`config.mk`:
```
export PLATFORM = sky130hd
export DESIGN_NAME = cfg_chain_loader
export DESIGN_NICKNAME = d
export VERILOG_FILES = /design/src/rtl/cfg_chain_loader.sv
export SDC_FILE = /design/constraint.sdc
export NUM_CORES = 1
export LEC_CHECK = 0
export ABC_AREA = 1
export CORE_MARGIN = 1.5
export CORE_UTILIZATION = 45
export CTS_CLUSTER_DIAMETER = 80
export DETAILED_ROUTE_END_ITERATION = 16
export PLACE_DENSITY = 0.76
export SETUP_SLACK_MARGIN = 0.2
export SLEW_MARGIN = 25
export SYNTH_ARGS = -nofsm -noshare
export SYNTH_HDL_FRONTEND = slang
export SYNTH_SLANG_ARGS = --single-unit
```
`constraint.sdc`:
```
create_clock -name cclk -period 1.7 [get_ports cclk]
set_input_delay 0.17 -clock cclk [delete_from_list [all_inputs] [get_ports cclk]]
set_output_delay 0.17 -clock cclk [all_outputs]
set_load 0.02 [all_outputs]
```
`src/rtl/cfg_chain_loader.sv`:
```
// cfg_chain_loader: serial-to-parallel configuration loader for a chain of
// latch-based target blocks. Bits arrive MSB-first on bit_in/bit_valid, are
// assembled into config_out, and each completed word is committed to block k
// with a single-cycle one-hot cen pulse. Blocks 0..NUM_BLOCKS-1 are loaded in
// order, and a one-cycle done pulse follows the last block.
//
// Optional feature: define CFG_CHAIN_LOADER_PARITY_EN to require one even
// parity bit after every word. A mismatch parks the loader in ERR with a
// sticky err flag until start or rst.
//
// Handshake: a bit transfers on a rising cclk edge where bit_valid=1 and
// in_ready=1. in_ready is high only in SHIFT. Bits offered while in_ready=0
// are not consumed, so the source must hold them until in_ready returns.
//
// state_dbg exposes the FSM state: 0=IDLE 1=SHIFT 2=LOAD 3=DONE 4=ERR.
module cfg_chain_loader #(
    parameter int ADDR_BITS  = 4,
    parameter int MEM_SIZE   = 2**ADDR_BITS,
    parameter int NUM_BLOCKS = 8
) (
    input  logic                  cclk,
    input  logic                  rst,
    input  logic                  start,
    input  logic                  bit_in,
    input  logic                  bit_valid,
    output logic                  in_ready,
    output logic [MEM_SIZE-1:0]   config_out,
    output logic [NUM_BLOCKS-1:0] cen,
    output logic                  busy,
    output logic                  done,
    output logic                  err,
    output logic [2:0]            state_dbg
);

    localparam int CW = $clog2(MEM_SIZE + 2);
    localparam int KW = (NUM_BLOCKS > 1) ? $clog2(NUM_BLOCKS) : 1;

    localparam logic [CW-1:0]         LAST_DATA = CW'(MEM_SIZE - 1);
    localparam logic [KW-1:0]         LAST_BLK  = KW'(NUM_BLOCKS - 1);
    localparam logic [NUM_BLOCKS-1:0] CEN_ONE   = NUM_BLOCKS'(1);
`ifdef CFG_CHAIN_LOADER_PARITY_EN
    localparam logic [CW-1:0]         PAR_SLOT  = CW'(MEM_SIZE);
`endif

    typedef enum logic [2:0] {
        S_IDLE  = 3'd0,
        S_SHIFT = 3'd1,
        S_LOAD  = 3'd2,
        S_DONE  = 3'd3
`ifdef CFG_CHAIN_LOADER_PARITY_EN
        ,
        S_ERR   = 3'd4
`endif
    } state_t;

    state_t        state;
    logic [CW-1:0] cnt;  // bits accepted for the current word
    logic [KW-1:0] k;    // index of the block being loaded
    logic          accept;

`ifdef CFG_CHAIN_LOADER_PARITY_EN
    logic err_q;
    assign err = err_q;
`else
    assign err = 1'b0;
`endif

    assign accept    = bit_valid & in_ready;
    assign state_dbg = state;

    // Loader FSM: owns the shift register, counters and all registered outputs.
    always_ff @(posedge cclk or posedge rst) begin
        if (rst) begin
            state      <= S_IDLE;
            cnt        <= '0;
            k          <= '0;
            config_out <= '0;
            cen        <= '0;
            in_ready   <= 1'b0;
            busy       <= 1'b0;
            done       <= 1'b0;
`ifdef CFG_CHAIN_LOADER_PARITY_EN
            err_q      <= 1'b0;
`endif
        end else begin
            // cen and done are single-cycle pulses
            cen  <= '0;
            done <= 1'b0;
            case (state)
                S_IDLE: begin
                    if (start) begin
                        state    <= S_SHIFT;
                        cnt      <= '0;
                        k        <= '0;
                        in_ready <= 1'b1;
                        busy     <= 1'b1;
`ifdef CFG_CHAIN_LOADER_PARITY_EN
                        err_q    <= 1'b0;
`endif
                    end
                end

                S_SHIFT: begin
                    if (accept) begin
`ifdef CFG_CHAIN_LOADER_PARITY_EN
                        if (cnt == PAR_SLOT) begin
                            // parity bit: checked against the held word, never shifted in
                            in_ready <= 1'b0;
                            if ((^config_out) ^ bit_in) begin
                                state <= S_ERR;
                                err_q <= 1'b1;
                                busy  <= 1'b0;
                            end else begin
                                state <= S_LOAD;
                                cen   <= CEN_ONE << k;
                            end
                        end else begin
                            config_out <= {config_out[MEM_SIZE-2:0], bit_in};
                            cnt        <= cnt + CW'(1);
                        end
`else
                        config_out <= {config_out[MEM_SIZE-2:0], bit_in};
                        cnt        <= cnt + CW'(1);
                        if (cnt == LAST_DATA) begin
                            state    <= S_LOAD;
                            in_ready <= 1'b0;
                            cen      <= CEN_ONE << k;
                        end
`endif
                    end
                end

                S_LOAD: begin
                    if (k == LAST_BLK) begin
                        state <= S_DONE;
                        done  <= 1'b1;
                    end else begin
                        state    <= S_SHIFT;
                        k        <= k + KW'(1);
                        cnt      <= '0;
                        in_ready <= 1'b1;
                    end
                end

                S_DONE: begin
                    state <= S_IDLE;
                    busy  <= 1'b0;
                end

`ifdef CFG_CHAIN_LOADER_PARITY_EN
                S_ERR: begin
                    if (start) begin
                        state    <= S_SHIFT;
                        cnt      <= '0;
                        k        <= '0;
                        in_ready <= 1'b1;
                        busy     <= 1'b1;
                        err_q    <= 1'b0;
                    end
                end
`endif

                default: begin
                    state    <= S_IDLE;
                    in_ready <= 1'b0;
                    busy     <= 1'b0;
                end
            endcase
        end
    end

`ifndef CFG_CHAIN_LOADER_PARITY_EN
    // LAST_DATA is the only word-length compare when no parity slot exists
`endif

endmodule

```
# After elaboration in Yosys (flattened, before gate mapping)
# Index checks and enable logic that the tools add are counted.
# Widths: inputs -> output; s select.
# word_totals
register_bits	38
output_inout_bits	31
word_cells	56
# classes
n_addsub	2
n_eq_ne	9
shifts	1
n_mux	23
bitwise_logic	3
reduce_logical	10
# ops
operator	count
$mux 8	3
$mux 3	5
$mux 5	3
$pmux 5 s3	1
$pmux 3 s3	1
$ne 2x2->1 const B	4
$shl 1x3->8 const A	1
$eq 3x2->1 const B	2
$mux 1	6
$pmux 3 s2	1
$reduce_and 3->1	2
$add 5x1->5 const B	1
$eq 5x4->1 const B	1
$reduce_and 5->1	1
$pmux 1 s4	1
$reduce_and 2->1	2
$reduce_and 4->1	1
$add 3x1->3 const B	1
$eq 3x1->1 const B	1
$eq 3x3->1 const B	1
$logic_not 3->1	1
$reduce_bool 3->1	1
$mux 2	1
$not 1->1	2
other kinds (4)	4

# Depth between registers and ports, before layout
# Gate-level depths: netlist of the first run.
# depth
word_depth	4
ltp_mapped	9
ltp_nobuf	9

# Least setup slack after synthesis of the first run
# No wires, ideal clock.
# synth_timing
kind	register -> register
start	reg cnt[0]
end	reg state[1] (netlist: state_dbg[1])
arrival_time_ns	1.445
setup_slack_ns	0.133
path_stages_with_launch	10
path_buffers	0
synth_period_minus_slack_ns	1.567
cell_sequence	dfrtp_1 -> ha_1 -> inv_1 -> nor3_1 -> ha_1 -> inv_1 -> o21bai_4 -> nand2_1 -> nand2_1 -> o21ai_1
# synth_via
elab_chain_len	3
# synth_rtl
element	line	text
start, declared	57	logic [CW-1:0] cnt;
start signal, assigned	123	cnt <= cnt + CW'(1);
$eq 5x4->1	124	if (cnt == LAST_DATA) begin
$ne 2x2->1 (no line)	--	
$reduce_and 3->1 (no line)	--	
end signal, assigned	125	state <= S_LOAD;
end signal, assigned	135	state <= S_DONE;
end signal, assigned	138	state <= S_SHIFT;
end, declared	56	state_t state;
# No other way between the ends.
# A chain may end at the register's enable or synchronous reset.

# Final worst setup path of the first run
# layout_timing
start	reg state[0] (netlist: state_dbg[0])
end	reg k[1]
# layout_via
elab_chain_len	3
# layout_rtl
element	line	text
start signal, assigned	74	state <= S_IDLE;
start signal, assigned	92	state <= S_SHIFT;
start signal, assigned	125	
$eq 3x2->1 or $logic_not 3->1 (tied branches)	89	case (state)
$ne 2x2->1 (no line) or $reduce_bool 2->1 (tied branches)	--	
$reduce_and 3->1 (no line)	--	
end signal, assigned	139	k <= k + KW'(1);
end, declared	58	logic [KW-1:0] k;
# Parallel ways exist; a longest one is shown, timed or not.

==> results of run 1 <==
## layout make-up
cell class / instances / area (um^2) / share of cell area
sequential: 37 / 928 / 0.398
timing repair buffer: 47 / 447 / 0.191
multi-input combinational: 117 / 697 / 0.299
inverter: 31 / 119 / 0.0509
clock inverter: 2 / 10.0 / 0.00429
tap: 48 / 60.1 / 0.0257
clock buffer: 6 / 72.6 / 0.0311
## placed cells by master (no fill, tap or decap), types with 3 or more instances in the layout
cell                               n
sky130_fd_sc_hd__a21oi_1          13
sky130_fd_sc_hd__buf_4            13
sky130_fd_sc_hd__clkbuf_8          5
sky130_fd_sc_hd__clkdlybuf4s50_1  29
sky130_fd_sc_hd__dfrtp_1          35
sky130_fd_sc_hd__dlygate4sd2_1     3
sky130_fd_sc_hd__ha_1              8
sky130_fd_sc_hd__ha_2              4
sky130_fd_sc_hd__inv_1            28
sky130_fd_sc_hd__nand2_1          40
sky130_fd_sc_hd__nand2_2           4
sky130_fd_sc_hd__nand3_1           6
sky130_fd_sc_hd__nor2_1           13
sky130_fd_sc_hd__nor4_1            4
sky130_fd_sc_hd__o21ai_0          10
## state kept, by name (all words and copies together) (netlist names)
signal	count
config_out	16
state_dbg	2
busy	1
cnt	5
k	3
done	1
in_ready	1
cen	8
## how the worst min path moves through the flow
stage | cells after the start | slack (ns) | from | end
after floorplan | 2 | 0.33 | bit_in | config_out[0]$_DFFE_PP0P_
after global placement | 2 | 0.47 | config_out[15]$_DFFE_PP0P_ | config_out[15]$_DFFE_PP0P_
after detailed placement | 2 | 0.48 | config_out[15]$_DFFE_PP0P_ | config_out[15]$_DFFE_PP0P_
after CTS | 3 | 0.31 | rst | k[1]$_DFFE_PP0P_
after global routing | 3 | 0.33 | rst | cnt[1]$_DFFE_PP0P_
final | 3 | 0.29 | rst | config_out[1]$_DFFE_PP0P_
## cells by family (layout without fill, tap and decap cells)
| group | after synthesis | after routing | synth area share |
|---|---|---|---|
| compound gates | 25 | 25 | 0.0806 |
| fa+ha+maj | 13 | 13 | 0.0944 |
| buf+inv | 37 | 86 | 0.0879 |
| flops | 37 | 37 | 0.537 |
| other cells | 1 | 2 | 0.00218 |
| simple gates | 77 | 77 | 0.198 |
## synth_stat cells
library cell,instances
sky130_fd_sc_hd__nand2_1,43
sky130_fd_sc_hd__dfrtp_1,37
sky130_fd_sc_hd__inv_1,30
sky130_fd_sc_hd__nor2_1,14
sky130_fd_sc_hd__a21oi_1,13
sky130_fd_sc_hd__ha_1,13
sky130_fd_sc_hd__o21ai_0,10
sky130_fd_sc_hd__nand3_1,7
sky130_fd_sc_hd__buf_2,4
sky130_fd_sc_hd__nor4_1,4
sky130_fd_sc_hd__buf_4,2
sky130_fd_sc_hd__nand2_2,2
sky130_fd_sc_hd__nand4_1,2
sky130_fd_sc_hd__nor3b_1,2
sky130_fd_sc_hd__conb_1,1
sky130_fd_sc_hd__inv_2,1
sky130_fd_sc_hd__nand3_2,1
sky130_fd_sc_hd__nor2_4,1
sky130_fd_sc_hd__nor3_1,1
sky130_fd_sc_hd__o21ai_1,1
sky130_fd_sc_hd__o21bai_4,1
## layer usage
metal  part of all wire  vias to the layer above  routed length (um)
met1               0.47                      618                1540
li1                   -                      683                   -
met2               0.46                       37                1490
met3              0.058                        3                 188
met5                  0                        -                   0
met4             0.0080                        0                  26
## what timing repair did
| action | in CTS | in global routing |
|---|---|---|
| resized for setup | 5 | 12 |
| hold endpoints to repair | 0 | 0 |
| endpoints found under the setup margin | 14 | 19 |
| pin swaps | 5 | 4 |
| setup buffers | 5 | 7 |
## tightest hold or removal path, stage by stage
cell and delay, ns:
sky130_fd_sc_hd__clkdlybuf4s50_1 0.40, sky130_fd_sc_hd__inv_1 0.05, sky130_fd_sc_hd__buf_4 0.39
## power by group through the flow
stage | combinational (W) | clock, W | sequential, W
3_3_place_gp | 0.00159 | 0 | 0.00136
5_1_grt | 0.00199 | 0.000649 | 0.00138
4_1_cts | 0.00167 | 0.000600 | 0.00134
3_5_place_dp | 0.00163 | 0 | 0.00137
6_report | 0.00178 | 0.000586 | 0.00134
2_1_floorplan | 0.000730 | 0 | 0.00162
## through the flow
| stage | area (um^2) | power, W |
|---|---|---|
| final | 2330 | 0.00371 |
| after global routing | 2330 | 0.00401 |
| after CTS | 2240 | 0.00361 |
| after detailed placement | 2120 | 0.00299 |
| after global placement | 2120 | 0.00296 |
| after floorplan | 1740 | 0.00235 |
==> out/metrics.yaml, run 1 <==
status: "finished clean"
maxCapViolCount: 0
max-vdd-ir-drop_mv: 0.789
critPathMaxStageDelay_ns: 0.44
finalWirelength_um: 3240
antenna_found_initial: 0
syn2layout_area_growth_pct: 35.4
startpoint: "state_dbg[0]$_DFFE_PP0P_"
post_synth_instance_area_um2: 1720
fill_cell_total_of_the_finished_layout: 305
critical_path.max_fanout: 5
final.period_utilization: 0.874
grt_usage: 0.165
ys.warnings.count: 0
cts_tree: "built"
combinationalPowerShare: 0.480
groute.layer.met1.usage: 0.227
path_delay_family: "simple AND/OR/NAND/NOR gates"
drt-pass1-iter-count: 4
clk-insertion-delay-late_ns: 0.29
worst_path_clk_slew_ns: 0.08
setup_viol: 0
power.share.clock: 0.158
drc: 0
worstRegToRegCells: 8
postSynthRegisterBits: 37
fin_setup_tns_ns: 0
setup.worst_path.end: "k[1]$_DFFE_PP0P_"
vias_in_the_first_global_route: 1236
yosys.area.top_type: "sky130_fd_sc_hd__dfrtp_1"
timing.setup.critical_path_class: "reg2reg"
utilization: 0.637
power_switching_w: 0.00150
insertedDiodeCount: 0
post-place-cells: 268
grt_most_used_layer: "met2"
crit_chain: "inv_1 > ha_1 > inv_1 > nand2_1 > nand3_2 > nor2_2 > nand2_1 > nand2_1"
r2r_end: "k[1]$_DFFE_PP0P_"
groute.layer.met3.usage: 0.0538
synth_largest_type_area_fraction: 0.537
count_of_final_hold_check_violations: 0
fmaxAchievable_mhz: 673
worstSetupPathDepth: 8
synth.lib_cells_used.distinct: 21
p_int_w: 0.00221
path_buf_inv: 2
fin_ws_ns: 0.215
yosysSeqAreaShare: 0.537
fp.dieW_um: 64.9
port-buffer-count: 33
sequentialPowerShare: 0.362
antenna_violating_nets_post_route: 0
critical_path_cell_with_the_highest_stage_delay: "sky130_fd_sc_hd__dfrtp_2"
via_per_inst: 4.66
startpoint_type: "flop"
finalClockSkew_ns: 0.0104
final_layout_worst_hold_slack_ns: 0.290
routabilityCongestion: 0.755
holdBufCountCts: 0
route.detailed.wl_per_inst_um: 11.3
die-area_um2: 4210
cts_buffers: 5
ctsLongestPathBuffers: 2
pin_count_of_the_biggest_net_entering_global_routing: 41
critPathRequiredTime_ns: 1.93
cp.arrival_ns: 1.72
p_sw_frac: 0.404
setup_repair_after_global_routing_missed_its_margin: "yes"
postSynthCellCount: 190
syn_avg_cell_area_um2: 9.07
worst-r2r-setup-slack_ns: 0.22
timing.final.max_slew_violations: 0
power_leakage_nw: 1.20
grt_pass1_wl_um: 5350
powerDensity_nw_per_um2: 1590
dp_hpwl_um: 2060
initial_utilization: 0.471
ctsHtreeMaxLevel: 2
site_row_count: 22
cpMostUsedCell: "sky130_fd_sc_hd__nand2_1"
number_of_drc_violations_after_detailed_routing_iteration_0: 76
top_post_synthesis_cells_by_area: "sky130_fd_sc_hd__dfrtp_1, sky130_fd_sc_hd__ha_1, sky130_fd_sc_hd__nand2_1, sky130_fd_sc_hd__inv_1, sky130_fd_sc_hd__a21oi_1"
final_period_minus_worst_setup_slack_ns: 1.48
vias: 1341
place_ws_ns: 0.0954
final_layout_size_suffix_gt1_frac: 0.175
r2r-start: "state_dbg[0]$_DFFE_PP0P_"
fp.coreArea_um2: 3660
grt-ovfl-total: 0
cp-end-kind: "flop"
hp-class: "in2async"
die-height_um: 64.9
cts_sinks: 37
stdcell_count: 288
groute.layer.met2.usage: 0.246
cts_root_buffer: "sky130_fd_sc_hd__clkbuf_8"
top_level_port_count: 36
nets: 257
Power figures use the tool's default switching activity.
==> run 2: changes to the inputs <==
--- a/config.mk
+++ b/config.mk
@@ -7,10 +7,10 @@
 export LEC_CHECK = 0
 export ABC_AREA = 1
 export CORE_MARGIN = 1.5
-export CORE_UTILIZATION = 45
+export CORE_UTILIZATION = 50
 export CTS_CLUSTER_DIAMETER = 80
 export DETAILED_ROUTE_END_ITERATION = 16
-export PLACE_DENSITY = 0.76
+export PLACE_DENSITY = 0.82
 export SETUP_SLACK_MARGIN = 0.2
 export SLEW_MARGIN = 25
 export SYNTH_ARGS = -nofsm -noshare
==> run 2 against run 1 <==
  * Sequential power hardly changed
  * Global-route usage is 2.3 points higher
  * Sequential cell count stayed put
  * Critical path depth is 1 higher
  * Non-clock buffer count is 1 lower
  * Die area is 9.5% lower
  * Critical endpoint is now state_dbg[1]$_DFFE_PP0P_
  * Highest routed layer unchanged
==> out/metrics.yaml, run 2 (same netlist as run 1, synthesis figures left out) <==
initial_utilization: 0.520
die-area_um2: 3810
top_level_port_count: 36
finalClockSkew_ns: 0.00325
count_of_final_hold_check_violations: 0
startpoint_type: "flop"
worst_path_clk_slew_ns: 0.11
post-place-cells: 266
via_per_inst: 4.79
route.detailed.wl_per_inst_um: 11.7
grt-ovfl-total: 0
antenna_violating_nets_post_route: 0
die-height_um: 61.7
r2r_end: "state_dbg[1]$_DFFE_PP0P_"
max-vdd-ir-drop_mv: 1.11
path_buf_inv: 2
reg_top3: "config_out x16, cen x8, cnt x5"
timing.setup.critical_path_class: "reg2reg"
fin_setup_tns_ns: 0
critical_path_cell_with_the_highest_stage_delay: "sky130_fd_sc_hd__dfrtp_1"
site_row_count: 21
critPathMaxStageDelay_ns: 0.39
registers.top_by_ff_count: "config_out"
ctsLongestPathBuffers: 2
maxCapViolCount: 0
finalWirelength_um: 3340
mostFrequentLayoutCells: "sky130_fd_sc_hd__nand2_1, sky130_fd_sc_hd__dfrtp_1, sky130_fd_sc_hd__inv_1"
cp-end-kind: "flop"
worstRegToRegCells: 9
critical_path.max_fanout: 7
pin_count_of_the_biggest_net_entering_global_routing: 41
ctsHtreeMaxLevel: 2
drc: 0
cts_sinks: 37
r2r-start: "cnt[1]$_DFFE_PP0P_"
fmaxAchievable_mhz: 674
hp-class: "in2async"
layout.cell_area.non_filler_um2: 2340
power_leakage_nw: 1.36
fp.dieW_um: 61.7
antenna_found_initial: 0
syn2layout_area_growth_pct: 35.6
timing.final.max_slew_violations: 0
fill_cell_total_of_the_finished_layout: 263
placed_cell_area_um2: 2120
critPathRequiredTime_ns: 1.94
stdcell_count: 285
cpMostUsedCell: "sky130_fd_sc_hd__ha_2"
grt_pass1_wl_um: 5130
total_power_w: 0.00366
flip_flop_count_of_the_largest_register_all_copies_and_words_added: 16
port-buffer-count: 33
final.period_utilization: 0.872
grt_usage: 0.188
powerDensity_nw_per_um2: 1570
crit_chain: "ha_2 > inv_2 > nor3_2 > ha_2 > inv_4 > o21bai_4 > nand2_2 > nand2_1 > o21ai_1"
vias_in_the_first_global_route: 1219
routabilityCongestion: 0.807
drt-pass1-iter-count: 4
setup_repair_after_global_routing_missed_its_margin: "yes"
status: "finished clean"
dp_hpwl_um: 2200
utilization: 0.706
fp.coreArea_um2: 3310
path_delay_family: "adder cells"
number_of_drc_violations_after_detailed_routing_iteration_0: 78
final_period_minus_worst_setup_slack_ns: 1.48
cts_root_buffer: "sky130_fd_sc_hd__clkbuf_4"
commonest_non_fill_non_tap_cell_in_the_layout: "sky130_fd_sc_hd__nand2_1"
clk-insertion-delay-late_ns: 0.35
insertedDiodeCount: 0
setup_viol: 0
nets: 256
final_layout_size_suffix_gt1_frac: 0.167
cts_buffers: 5
worst-r2r-setup-slack_ns: 0.22
cts_tree: "built"
cp.arrival_ns: 1.72
vias: 1364
## run 2: routing by layer
layer / global-route usage / vias up / wire length (um)
met5: 0 / - / 0
met4: 0.0851 / 0 / 88
met3: 0.0663 / 9 / 173
met2: 0.295 / 36 / 1610
met1: 0.236 / 634 / 1470
li1: - / 685 / -
## run 2: stage by stage
step | setup WS [ns] | hold WS (ns)
floorplan | 0.217 | 0.329
global placement | 0.157 | 0.468
detailed placement | 0.0983 | 0.473
CTS | 0.201 | 0.220
global route | 0.137 | 0.263
finish | 0.217 | 0.205
## run 2: timing repair
action | 4_1_cts | 5_1_grt
setup buffers | 6 | 5
hold buffers | 0 | 0
hold endpoints to repair | 0 | 0
pin swaps | 5 | 6
endpoints found under the setup margin | 24 | 47
gates resized for setup | 13 | 22
## run 2: layout make-up
| class | instances | area, um^2 | share of cell area |
|---|---|---|---|
| Tap cell | 46 | 57.6 | 0.0246 |
| Timing Repair Buffer | 46 | 464 | 0.199 |
| Inverter | 31 | 119 | 0.0509 |
| Clock buffer | 6 | 51.3 | 0.0220 |
| Clock inverter | 2 | 37.5 | 0.0161 |
| Multi-Input combinational cell | 117 | 679 | 0.291 |
| Sequential cell | 37 | 927 | 0.397 |
## run 2: worst max path at each step
stage,from,end,cells after the start
5_1_grt,state_dbg[0]$_DFFE_PP0P_,cnt[3]$_DFFE_PP0P_,8
2_1_floorplan,cnt[0]$_DFFE_PP0P_,state_dbg[1]$_DFFE_PP0P_,9
4_1_cts,config_out[2]$_DFFE_PP0P_,config_out[2],1
6_report,cnt[1]$_DFFE_PP0P_,state_dbg[1]$_DFFE_PP0P_,9
3_5_place_dp,cnt[0]$_DFFE_PP0P_,state_dbg[1]$_DFFE_PP0P_,9
3_3_place_gp,cnt[0]$_DFFE_PP0P_,state_dbg[1]$_DFFE_PP0P_,9
## run 2: worst reg2reg max path, stage by stage (launching register included)
cell and delay (ns):
sky130_fd_sc_hd__dfrtp_1 0.39, sky130_fd_sc_hd__ha_2 0.19, sky130_fd_sc_hd__inv_2 0.04, sky130_fd_sc_hd__nor3_2 0.11, sky130_fd_sc_hd__ha_2 0.23, sky130_fd_sc_hd__inv_4 0.06, sky130_fd_sc_hd__o21bai_4 0.16, sky130_fd_sc_hd__nand2_2 0.09
sky130_fd_sc_hd__nand2_1 0.06, sky130_fd_sc_hd__o21ai_1 0.06
## run 2: power by group
| part | internal, W | switching (W) |
|---|---|---|
| Clock | 0.000349 | 0.000303 |
| Sequential | 0.00114 | 0.000181 |
| Combinational | 0.000689 | 0.000994 |
| Total | 0.00218 | 0.00148 |
